<file path="src/rtl/pps_pkg.sv">
// Shared constants for the writeback stage: default widths and load-type encodings.
// Load types select byte/half/word extraction in pps_load_align.
package pps_pkg;

  localparam int PPS_DATA_W = 32;
  localparam int PPS_REG_AW = 5;

  localparam logic [2:0] LD_W  = 3'd0;
  localparam logic [2:0] LD_B  = 3'd1;
  localparam logic [2:0] LD_BU = 3'd2;
  localparam logic [2:0] LD_H  = 3'd3;
  localparam logic [2:0] LD_HU = 3'd4;

endpackage

</file>
<file path="src/rtl/pps_load_align.sv">
// Combinational load extraction: picks a little-endian byte/half lane from the raw
// load word and sign/zero extends it; W and undefined encodings pass the word through.
module pps_load_align
  import pps_pkg::*;
#(
  parameter int DATA_W = PPS_DATA_W
) (
  input  logic [DATA_W-1:0] raw_word,
  input  logic [2:0]        ld_type,
  input  logic [1:0]        addr_lo,
  output logic [DATA_W-1:0] ld_data
);

  logic [7:0]  byte_sel;
  logic [15:0] half_sel;

  always_comb begin
    byte_sel = raw_word[7:0];
    case (addr_lo)
      2'd1:    byte_sel = raw_word[15:8];
      2'd2:    byte_sel = raw_word[23:16];
      2'd3:    byte_sel = raw_word[31:24];
      default: byte_sel = raw_word[7:0];
    endcase
  end

  // Halfword lane comes from addr_lo[1] only; a misaligned bit 0 is ignored.
  always_comb begin
    half_sel = addr_lo[1] ? raw_word[31:16] : raw_word[15:0];
  end

  always_comb begin
    ld_data = raw_word;
    case (ld_type)
      LD_B:    ld_data = {{(DATA_W-8){byte_sel[7]}}, byte_sel};
      LD_BU:   ld_data = {{(DATA_W-8){1'b0}}, byte_sel};
      LD_H:    ld_data = {{(DATA_W-16){half_sel[15]}}, half_sel};
      LD_HU:   ld_data = {{(DATA_W-16){1'b0}}, half_sel};
      default: ld_data = raw_word;
    endcase
  end

endmodule

</file>
<file path="src/rtl/pps_writeback_reg.sv">
// Registered MEM/WB stage: 1-cycle latency, stall holds, flush (wins over stall) invalidates.
// Write enables are qualified for r0 and same-cycle WAW; a retired-instruction counter is exported.
module pps_writeback_reg
  import pps_pkg::*;
#(
  parameter int NUM_CH   = 2,
  parameter int DATA_W   = PPS_DATA_W,
  parameter int REG_AW   = PPS_REG_AW,
  parameter int RWE_SIZE = 1,
  parameter int CNT_W    = 32
) (
  input  logic                       clk,
  input  logic                       rst_n,
  input  logic                       WB_stall_in,
  input  logic                       WB_flush_in,
  input  logic [NUM_CH-1:0]          WB_valid_in,
  input  logic [NUM_CH*REG_AW-1:0]   WB_inst_rd_in,
  input  logic [NUM_CH*RWE_SIZE-1:0] WB_RegWrite_in,
  input  logic [NUM_CH*DATA_W-1:0]   WB_alu_data_in,
  input  logic [NUM_CH*DATA_W-1:0]   WB_mem_data_in,
  input  logic [NUM_CH-1:0]          WB_MemToReg_in,
  input  logic [NUM_CH*3-1:0]        WB_ld_type_in,
  input  logic [NUM_CH*2-1:0]        WB_addr_lo_in,
  output logic [NUM_CH*REG_AW-1:0]   WB_inst_rd_out,
  output logic [NUM_CH*RWE_SIZE-1:0] WB_RegWrite_out,
  output logic [NUM_CH*DATA_W-1:0]   WB_RF_Wdata_out,
  output logic [NUM_CH-1:0]          WB_valid_out,
  output logic [CNT_W-1:0]           WB_retired_cnt_out
);

  logic [NUM_CH-1:0]          valid_d, valid_q;
  logic [NUM_CH*REG_AW-1:0]   rd_d, rd_q;
  logic [NUM_CH*RWE_SIZE-1:0] rwe_d, rwe_q;
  logic [NUM_CH*DATA_W-1:0]   data_d, data_q;
  logic [CNT_W-1:0]           cnt_d, cnt_q;

  logic [NUM_CH*DATA_W-1:0]   ld_data;
  logic [CNT_W-1:0]           retire_inc;
  logic [NUM_CH-1:0]          wr_keep;

  for (genvar c = 0; c < NUM_CH; c++) begin : g_align
    pps_load_align #(.DATA_W(DATA_W)) u_align (
      .raw_word (WB_mem_data_in[c*DATA_W +: DATA_W]),
      .ld_type  (WB_ld_type_in[c*3 +: 3]),
      .addr_lo  (WB_addr_lo_in[c*2 +: 2]),
      .ld_data  (ld_data[c*DATA_W +: DATA_W])
    );
  end

  always_comb begin
    retire_inc = '0;
    for (int c = 0; c < NUM_CH; c++) begin
      retire_inc = retire_inc + CNT_W'(WB_valid_in[c]);
    end
  end

  always_comb begin
    valid_d = valid_q;
    rd_d    = rd_q;
    rwe_d   = rwe_q;
    data_d  = data_q;
    cnt_d   = cnt_q;
    if (WB_flush_in) begin
      valid_d = '0;
      rd_d    = '0;
      rwe_d   = '0;
      data_d  = '0;
    end else if (!WB_stall_in) begin
      valid_d = WB_valid_in;
      rd_d    = WB_inst_rd_in;
      rwe_d   = WB_RegWrite_in;
      for (int c = 0; c < NUM_CH; c++) begin
        data_d[c*DATA_W +: DATA_W] = WB_MemToReg_in[c] ? ld_data[c*DATA_W +: DATA_W]
                                                       : WB_alu_data_in[c*DATA_W +: DATA_W];
      end
      cnt_d = cnt_q + retire_inc;
    end
  end

  always_ff @(posedge clk or negedge rst_n) begin
    if (!rst_n) begin
      valid_q <= '0;
      rd_q    <= '0;
      rwe_q   <= '0;
      data_q  <= '0;
      cnt_q   <= '0;
    end else begin
      valid_q <= valid_d;
      rd_q    <= rd_d;
      rwe_q   <= rwe_d;
      data_q  <= data_d;
      cnt_q   <= cnt_d;
    end
  end

  // A write survives only if no younger valid writer targets the same register.
  always_comb begin
    wr_keep = '0;
    for (int c = 0; c < NUM_CH; c++) begin
      wr_keep[c] = valid_q[c] && (rd_q[c*REG_AW +: REG_AW] != '0);
      for (int j = c + 1; j < NUM_CH; j++) begin
        if (valid_q[j] && (|rwe_q[j*RWE_SIZE +: RWE_SIZE]) &&
            (rd_q[j*REG_AW +: REG_AW] == rd_q[c*REG_AW +: REG_AW])) begin
          wr_keep[c] = 1'b0;
        end
      end
    end
  end

  always_comb begin
    WB_RegWrite_out = '0;
    for (int c = 0; c < NUM_CH; c++) begin
      WB_RegWrite_out[c*RWE_SIZE +: RWE_SIZE] = wr_keep[c] ? rwe_q[c*RWE_SIZE +: RWE_SIZE]
                                                           : '0;
    end
  end

  assign WB_inst_rd_out     = rd_q;
  assign WB_RF_Wdata_out    = data_q;
  assign WB_valid_out       = valid_q;
  assign WB_retired_cnt_out = cnt_q;

endmodule

</file>
<file path="config.mk">
export PLATFORM = sky130hd
export DESIGN_NAME = pps_writeback_reg
export DESIGN_NICKNAME = d
export VERILOG_FILES = /design/src/rtl/pps_pkg.sv /design/src/rtl/pps_load_align.sv /design/src/rtl/pps_writeback_reg.sv
export SDC_FILE = /design/constraint.sdc
export NUM_CORES = 1
export LEC_CHECK = 0
export ABC_CLOCK_PERIOD_IN_PS = 5100
export CORE_ASPECT_RATIO = 0.5
export CORE_MARGIN = 2
export CORE_UTILIZATION = 49
export CTS_CLUSTER_SIZE = 20
export DETAILED_ROUTE_END_ITERATION = 6
export HOLD_SLACK_MARGIN = 0.08
export PLACE_DENSITY = 0.85
export SLEW_MARGIN = 30
export SYNTH_ARGS = -nofsm -noshare
export SYNTH_HDL_FRONTEND = slang
export SYNTH_HIERARCHICAL = 1
export SYNTH_SLANG_ARGS = --single-unit
export TNS_END_PERCENT = 10
</file>
<file path="constraint.sdc">
create_clock -name clk -period 5.1 [get_ports clk]
set_input_delay 1.275 -clock clk [delete_from_list [all_inputs] [get_ports clk]]
set_output_delay 1.275 -clock clk [all_outputs]
set_load 0.05 [all_outputs]
</file>
==> impl_metrics.yaml, run 1 <==
power_and_ir_drop:
  pwr-share-clk_pct: 27.5
  ir_drop_mv: 0.161
  p_leak_nw: 4.62
  intPower_w: 0.00166
  seq_power_share_pct: 38.4
  power_frac_comb_pct: 34.1
  power_density_mw_per_mm2: 257
  switchingPower_w: 0.000937
  swShare_pct: 36.1
synth:
  syn-cell-area_sq_mm: 0.00715
  synth_cells: 737
  synth_area_leaders: "dfrtp_1, mux2i_1, nor2_1"
  yosys-top-cells-count: "nor2_1, dfrtp_1, mux2i_1"
  ys.flop_type: "dfrtp_1"
  yosysWarnings: 6
  syn_avg_cell_area_sq_um: 9.71
  synth_most_common_cell: "nor2_1"
  async_flop_share_pct: 100
  yosysUniqueCellTypes: 54
  ys_seq_elements: 110
  synth_top_area_share_pct: 38.5
  synth-edff-count: 0
  syn-num-nets: 897
  synth_top_area_cell: "dfrtp_1"
  ys_seq_area_share_pct: 38.5
drt:
  initialDrtViolationCount: 533
  firstDrtPassIters: 5
  vias: 6714
  ant_nets: 0
  drc: 0
  avgViaCountPerCell: 5.76
  wl_um: 22000
  wl_per_cell_um: 18.9
floorplan:
  die_h_um: 89.4
  start_util_pct: 49.8
  core_area_sq_mm: 0.0144
  rows: 31
  die_w_um: 175
  ioPinCount: 268
  die-area_sq_mm: 0.0156
worst_setup_path:
  reg2reg_from: "WB_retired_cnt_out[0]$_DFFE_PN0P_"
  required_ns: 5.30
  cp.arrival_ns: 4.01
  critPathCaptureType: "register"
  startpoint_type: "input pin"
  crit_fanout: 17
  worst-setup-path-type: "in2reg"
  critical_path.startpoint: "WB_addr_lo_in[1]"
cts:
  path_clk_slew_ns: 0.08
  cts_buffers: 9
  clock-root-buffer: "clkbuf_16"
  postCtsResizedCells: 0
  clk_latency_ns: 0.35
  cts_tree: "yes"
  hold_buffers: 0
  cts_setup_buffers: 0
  cts.sinks: 110
  clk_path_buf_depth: 2
  htreeDepth: 3
outcome:
  status: "completed"
layout:
  stdcell_count: 1166
  multi_input_area_sq_mm: 0.00407
  fillers: 1090
  seqCellArea_sq_mm: 0.00275
  final_nets: 1123
  design_area_sq_mm: 0.0101
  antennaDiodeCount: 0
  drive_gt1_share_pct: 6.51
  area_growth_pct: 41.2
global_route:
  grt_pass1_wl_um: 33800
  grt_overflow: 0
  grt_pass1_vias: 6477
  antenna_found_initial: 0
  grt_start_max_net_pins: 80
  grtUsageTotal_pct: 27.5
place:
  post-place-ws_ns: 0.922
  place_congestion: 0.893
  numPlacedInstances: 1150
  place_hpwl_um: 16400
  placed_area_sq_mm: 0.00980
  io_buffers: 267
sta:
  fin_setup_tns_ns: 0
  rsz0062_at_grt: "no"
  max_slew.worst_pin.slew_ns: 0.938
  finalHoldViolations: 0
  timing.fmax_mhz: 262
  slew_headroom_pct: 37.5
  drv_slew: 0
  setup_violations: 0
  setup_ws_ns: 1.29
  fin_hold_ws_ns: 0.485
  finalClockSkew_ns: 0.00909
  fin_crit_ns: 3.81
  final.period_utilization_pct: 74.7
flow_run:
  cap_violations: 0
worst_hold_path:
  hold_path.class: "reg2reg"
  min-delay-start: "WB_retired_cnt_out[31]$_DFFE_PN0P_"
[placed cells by master (no fill, tap or decap), types with 10 or more instances in the layout]
cell type        count
xor2_1              16
nand4_1             11
mux2i_1             80
nand3_1             12
o21ai_0             16
and3_1              21
a221o_1             26
a21o_1              34
buf_4               10
xnor2_1             21
a32oi_1             14
dfrtp_1            110
clkdlybuf4s50_1    262
a21oi_1             67
nor2_1             148
mux4_2              14
nand2_1             14
[worst max-delay path, stage by stage]
cell	delay, ns
clkdlybuf4s50_1	1.01
mux4_2	0.65
nand4b_4	0.18
o31ai_4	0.23
a21o_1	0.23
mux2i_1	0.15
nor2_1	0.06
a21oi_1	0.17
nor2_1	0.07
[power by group through the flow]
stage	Clock, W	Sequential (W)	Combinational, W
CTS	0.000731	0.000997	0.000885
global placement	0	0.00101	0.000868
detailed placement	0	0.00101	0.000881
global route	0.000765	0.00101	0.000946
floorplan	0	0.00121	0.000328
finish	0.000713	0.000998	0.000885
[per-stage QoR]
stage | power (W) | utilization, %
final | 0.00260 | 70.4
after global routing | 0.00272 | 70.4
after CTS | 0.00261 | 70.4
after detailed placement | 0.00189 | 68.3
after global placement | 0.00188 | 68.3
after floorplan | 0.00154 | -
[state kept, by name, indices dropped and copies added (netlist names)]
name / flops
WB_inst_rd_out: 10
WB_RF_Wdata_out: 64
WB_valid_out: 2
rwe_q: 2
WB_retired_cnt_out: 32
[path summary, 6_finish.rpt]
kind                                                 endpoint  slack [ns]  cells after the start
min                        WB_retired_cnt_out[31]$_DFFE_PN0P_        0.49                      1
min in group asynchronous   WB_retired_cnt_out[3]$_DFFE_PN0P_        0.93                      1
max                           WB_RF_Wdata_out[20]$_DFFE_PN0P_        1.29                      9
max in group asynchronous     WB_RF_Wdata_out[33]$_DFFE_PN0P_        3.27                      2
min reg2reg                WB_retired_cnt_out[31]$_DFFE_PN0P_        0.49                      1
max reg2reg                WB_retired_cnt_out[28]$_DFFE_PN0P_        2.81                      8
[kinds of logic (layout without fill, tap and decap cells)]
| group | count (synthesis) | count (layout) | synth area share [%] |
|---|---|---|---|
| and+or+nand+nor | 249 | 249 | 18.0 |
| AOI/OAI and AO/OA | 173 | 173 | 16.9 |
| DFF | 110 | 110 | 38.5 |
| muxes | 97 | 97 | 16.5 |
| buffers and inverters | 67 | 298 | 4.67 |
| xor gates and xnor gates | 39 | 39 | 4.99 |
| adders and majority gates | 2 | 2 | 0.455 |
[final cells by class]
cell class                      instances  area share [%]
Clock inverter                          7           0.731
Timing Repair Buffer                  274            26.8
Inverter                                8           0.297
Tap cell                              198            2.45
Clock buffer                            9            2.23
Multi-Input combinational cell        560            40.2
Sequential cell                       110            27.2
[metal layers]
layer / share of wire, % / global-route usage [%] / vias to the layer above
met4: 3.3 / 10.8 / 0
li1: - / - / 3145
met2: 49 / 47.7 / 295
met1: 40 / 33.8 / 3224
met3: 7.4 / 6.80 / 50
met5: 0 / 0 / -
(Power assumes the default switching activity.)
==> run 2: changes to the inputs <==
Settings changed: ABC_CLOCK_PERIOD_IN_PS 5100 to 3750, CORE_UTILIZATION 49 to 45, PLACE_DENSITY 0.85 to 0.78.
Clock period 5.1 ns to 3.75 ns, I/O delays scaled along.
==> impl_metrics.yaml, run 2 (synthesized netlist as in run 1, its figures left out) <==
cts:
  clk_path_buf_depth: 2
  htreeDepth: 3
  clk_latency_ns: 0.36
  clock-root-buffer: "clkbuf_16"
  hold_buffers: 0
  path_clk_slew_ns: 0.07
  cts_tree: "yes"
  cts.sinks: 110
  cts_buffers: 9
  postCtsResizedCells: 0
  cts_setup_buffers: 0
worst_setup_path:
  required_ns: 2.81
  crit_family: "buffers and inverters"
  crit_buf_inv: 1
  startpoint_type: "register"
  crit_fanout: 4
  cp.arrival_ns: 2.30
  critPathCaptureType: "output port"
  worst-setup-path-type: "reg2out"
  cpPeakStageDelay_ns: 0.70
  path_cells: "or4_1, o2111a_1, clkdlybuf4s50_1"
  cp_slowest_cell: "clkdlybuf4s50_1"
global_route:
  grt_overflow: 0
  antenna_found_initial: 0
  grtUsageTotal_pct: 26.9
  grt_pass1_wl_um: 35800
  grt_pass1_vias: 6633
  grt_start_max_net_pins: 90
place:
  io_buffers: 267
  place_congestion: 0.929
  placed_area_sq_mm: 0.00988
  place_hpwl_um: 17100
  numPlacedInstances: 1164
layout:
  largest_reg_flops: 64
  area_growth_pct: 42.7
  final_nets: 1131
  design_area_sq_mm: 0.0102
  layout_commonest_cell: "clkdlybuf4s50_1"
  final_cell_mix: "clkdlybuf4s50_1, nor2_1, dfrtp_1"
  antennaDiodeCount: 0
  fillers: 1301
  stdcell_count: 1180
  drive_gt1_share_pct: 7.27
floorplan:
  die-area_sq_mm: 0.0170
  ioPinCount: 268
  die_w_um: 182
  rows: 32
  die_h_um: 93.2
  start_util_pct: 46.3
  core_area_sq_mm: 0.0155
power_and_ir_drop:
  ir_drop_mv: 0.218
  p_leak_nw: 4.69
  power_density_mw_per_mm2: 352
outcome:
  status: "completed"
drt:
  avgViaCountPerCell: 5.70
  vias: 6723
  initialDrtViolationCount: 503
  wl_um: 22900
  drc: 0
  ant_nets: 0
  wl_per_cell_um: 19.4
  firstDrtPassIters: 5
worst_hold_path:
  hold_path.class: "in2async"
sta:
  fin_setup_tns_ns: 0
  slew_headroom_pct: 35.5
  drv_slew: 0
  fin_hold_ws_ns: 0.455
  rsz0062_at_grt: "no"
  final.period_utilization_pct: 86.2
  timing.fmax_mhz: 309
  finalClockSkew_ns: 0.00878
  max_slew.worst_pin.slew_ns: 0.967
  setup_violations: 0
  fin_crit_ns: 3.23
  finalHoldViolations: 0
flow_run:
  cap_violations: 0
## run 2: area by class of cell
class                      count  area [sq um]  area share (%)
tap                          204           255            2.50
multi-input combinational    560          4080            39.9
clock buffer                  11           253            2.48
timing repair buffer         282          2780            27.2
clock inverter                 5          65.1           0.637
inverter                       8          30.0           0.294
sequential                   110          2750            27.0
## run 2: worst paths after layout
| check | from | slack (ns) | cells after the start | to |
|---|---|---|---|---|
| max reg2reg | WB_retired_cnt_out[0]$_DFFE_PN0P_ | 1.50 | 8 | WB_retired_cnt_out[22]$_DFFE_PN0P_ |
| min in group clk | WB_retired_cnt_out[31]$_DFFE_PN0P_ | 0.49 | 1 | WB_retired_cnt_out[31]$_DFFE_PN0P_ |
| min reg2reg | WB_retired_cnt_out[31]$_DFFE_PN0P_ | 0.49 | 1 | WB_retired_cnt_out[31]$_DFFE_PN0P_ |
| max in group asynchronous | rst_n | 2.50 | 2 | WB_RF_Wdata_out[49]$_DFFE_PN0P_ |
| max | WB_inst_rd_out[1]$_DFFE_PN0P_ | 0.52 | 3 | WB_RegWrite_out[0] |
| min | rst_n | 0.45 | 1 | WB_retired_cnt_out[8]$_DFFE_PN0P_ |
## run 2: power breakdown
group / total (W) / internal [W] / switching (W) / leakage, nW
clock: 0.00103 / 0.000562 / 0.000465 / 0.150
combinational: 0.00122 / 0.000520 / 0.000696 / 3.07
sequential: 0.00135 / 0.00127 / 0.0000854 / 1.47
total: 0.00360 / 0.00235 / 0.00125 / 4.69
## run 2: routing by layer
layer / global-route usage, % / share of wire (%) / vias to the layer above
li1: - / - / 3150
met1: 32.5 / 40 / 3267
met2: 47.2 / 51 / 257
met3: 6.97 / 6.6 / 49
met4: 8.87 / 2.8 / 0
met5: 0 / 0 / -
## run 2: per-stage QoR
stage | power [W] | utilization (%) | setup slack, ns
after floorplan | 0.00209 | - | 1.04
after global placement | 0.00257 | 63.9 | 0.458
after detailed placement | 0.00259 | 63.9 | 0.349
after CTS | 0.00363 | 66.0 | 0.503
after global routing | 0.00376 | 66.1 | 0.426
final | 0.00360 | 66.1 | 0.516
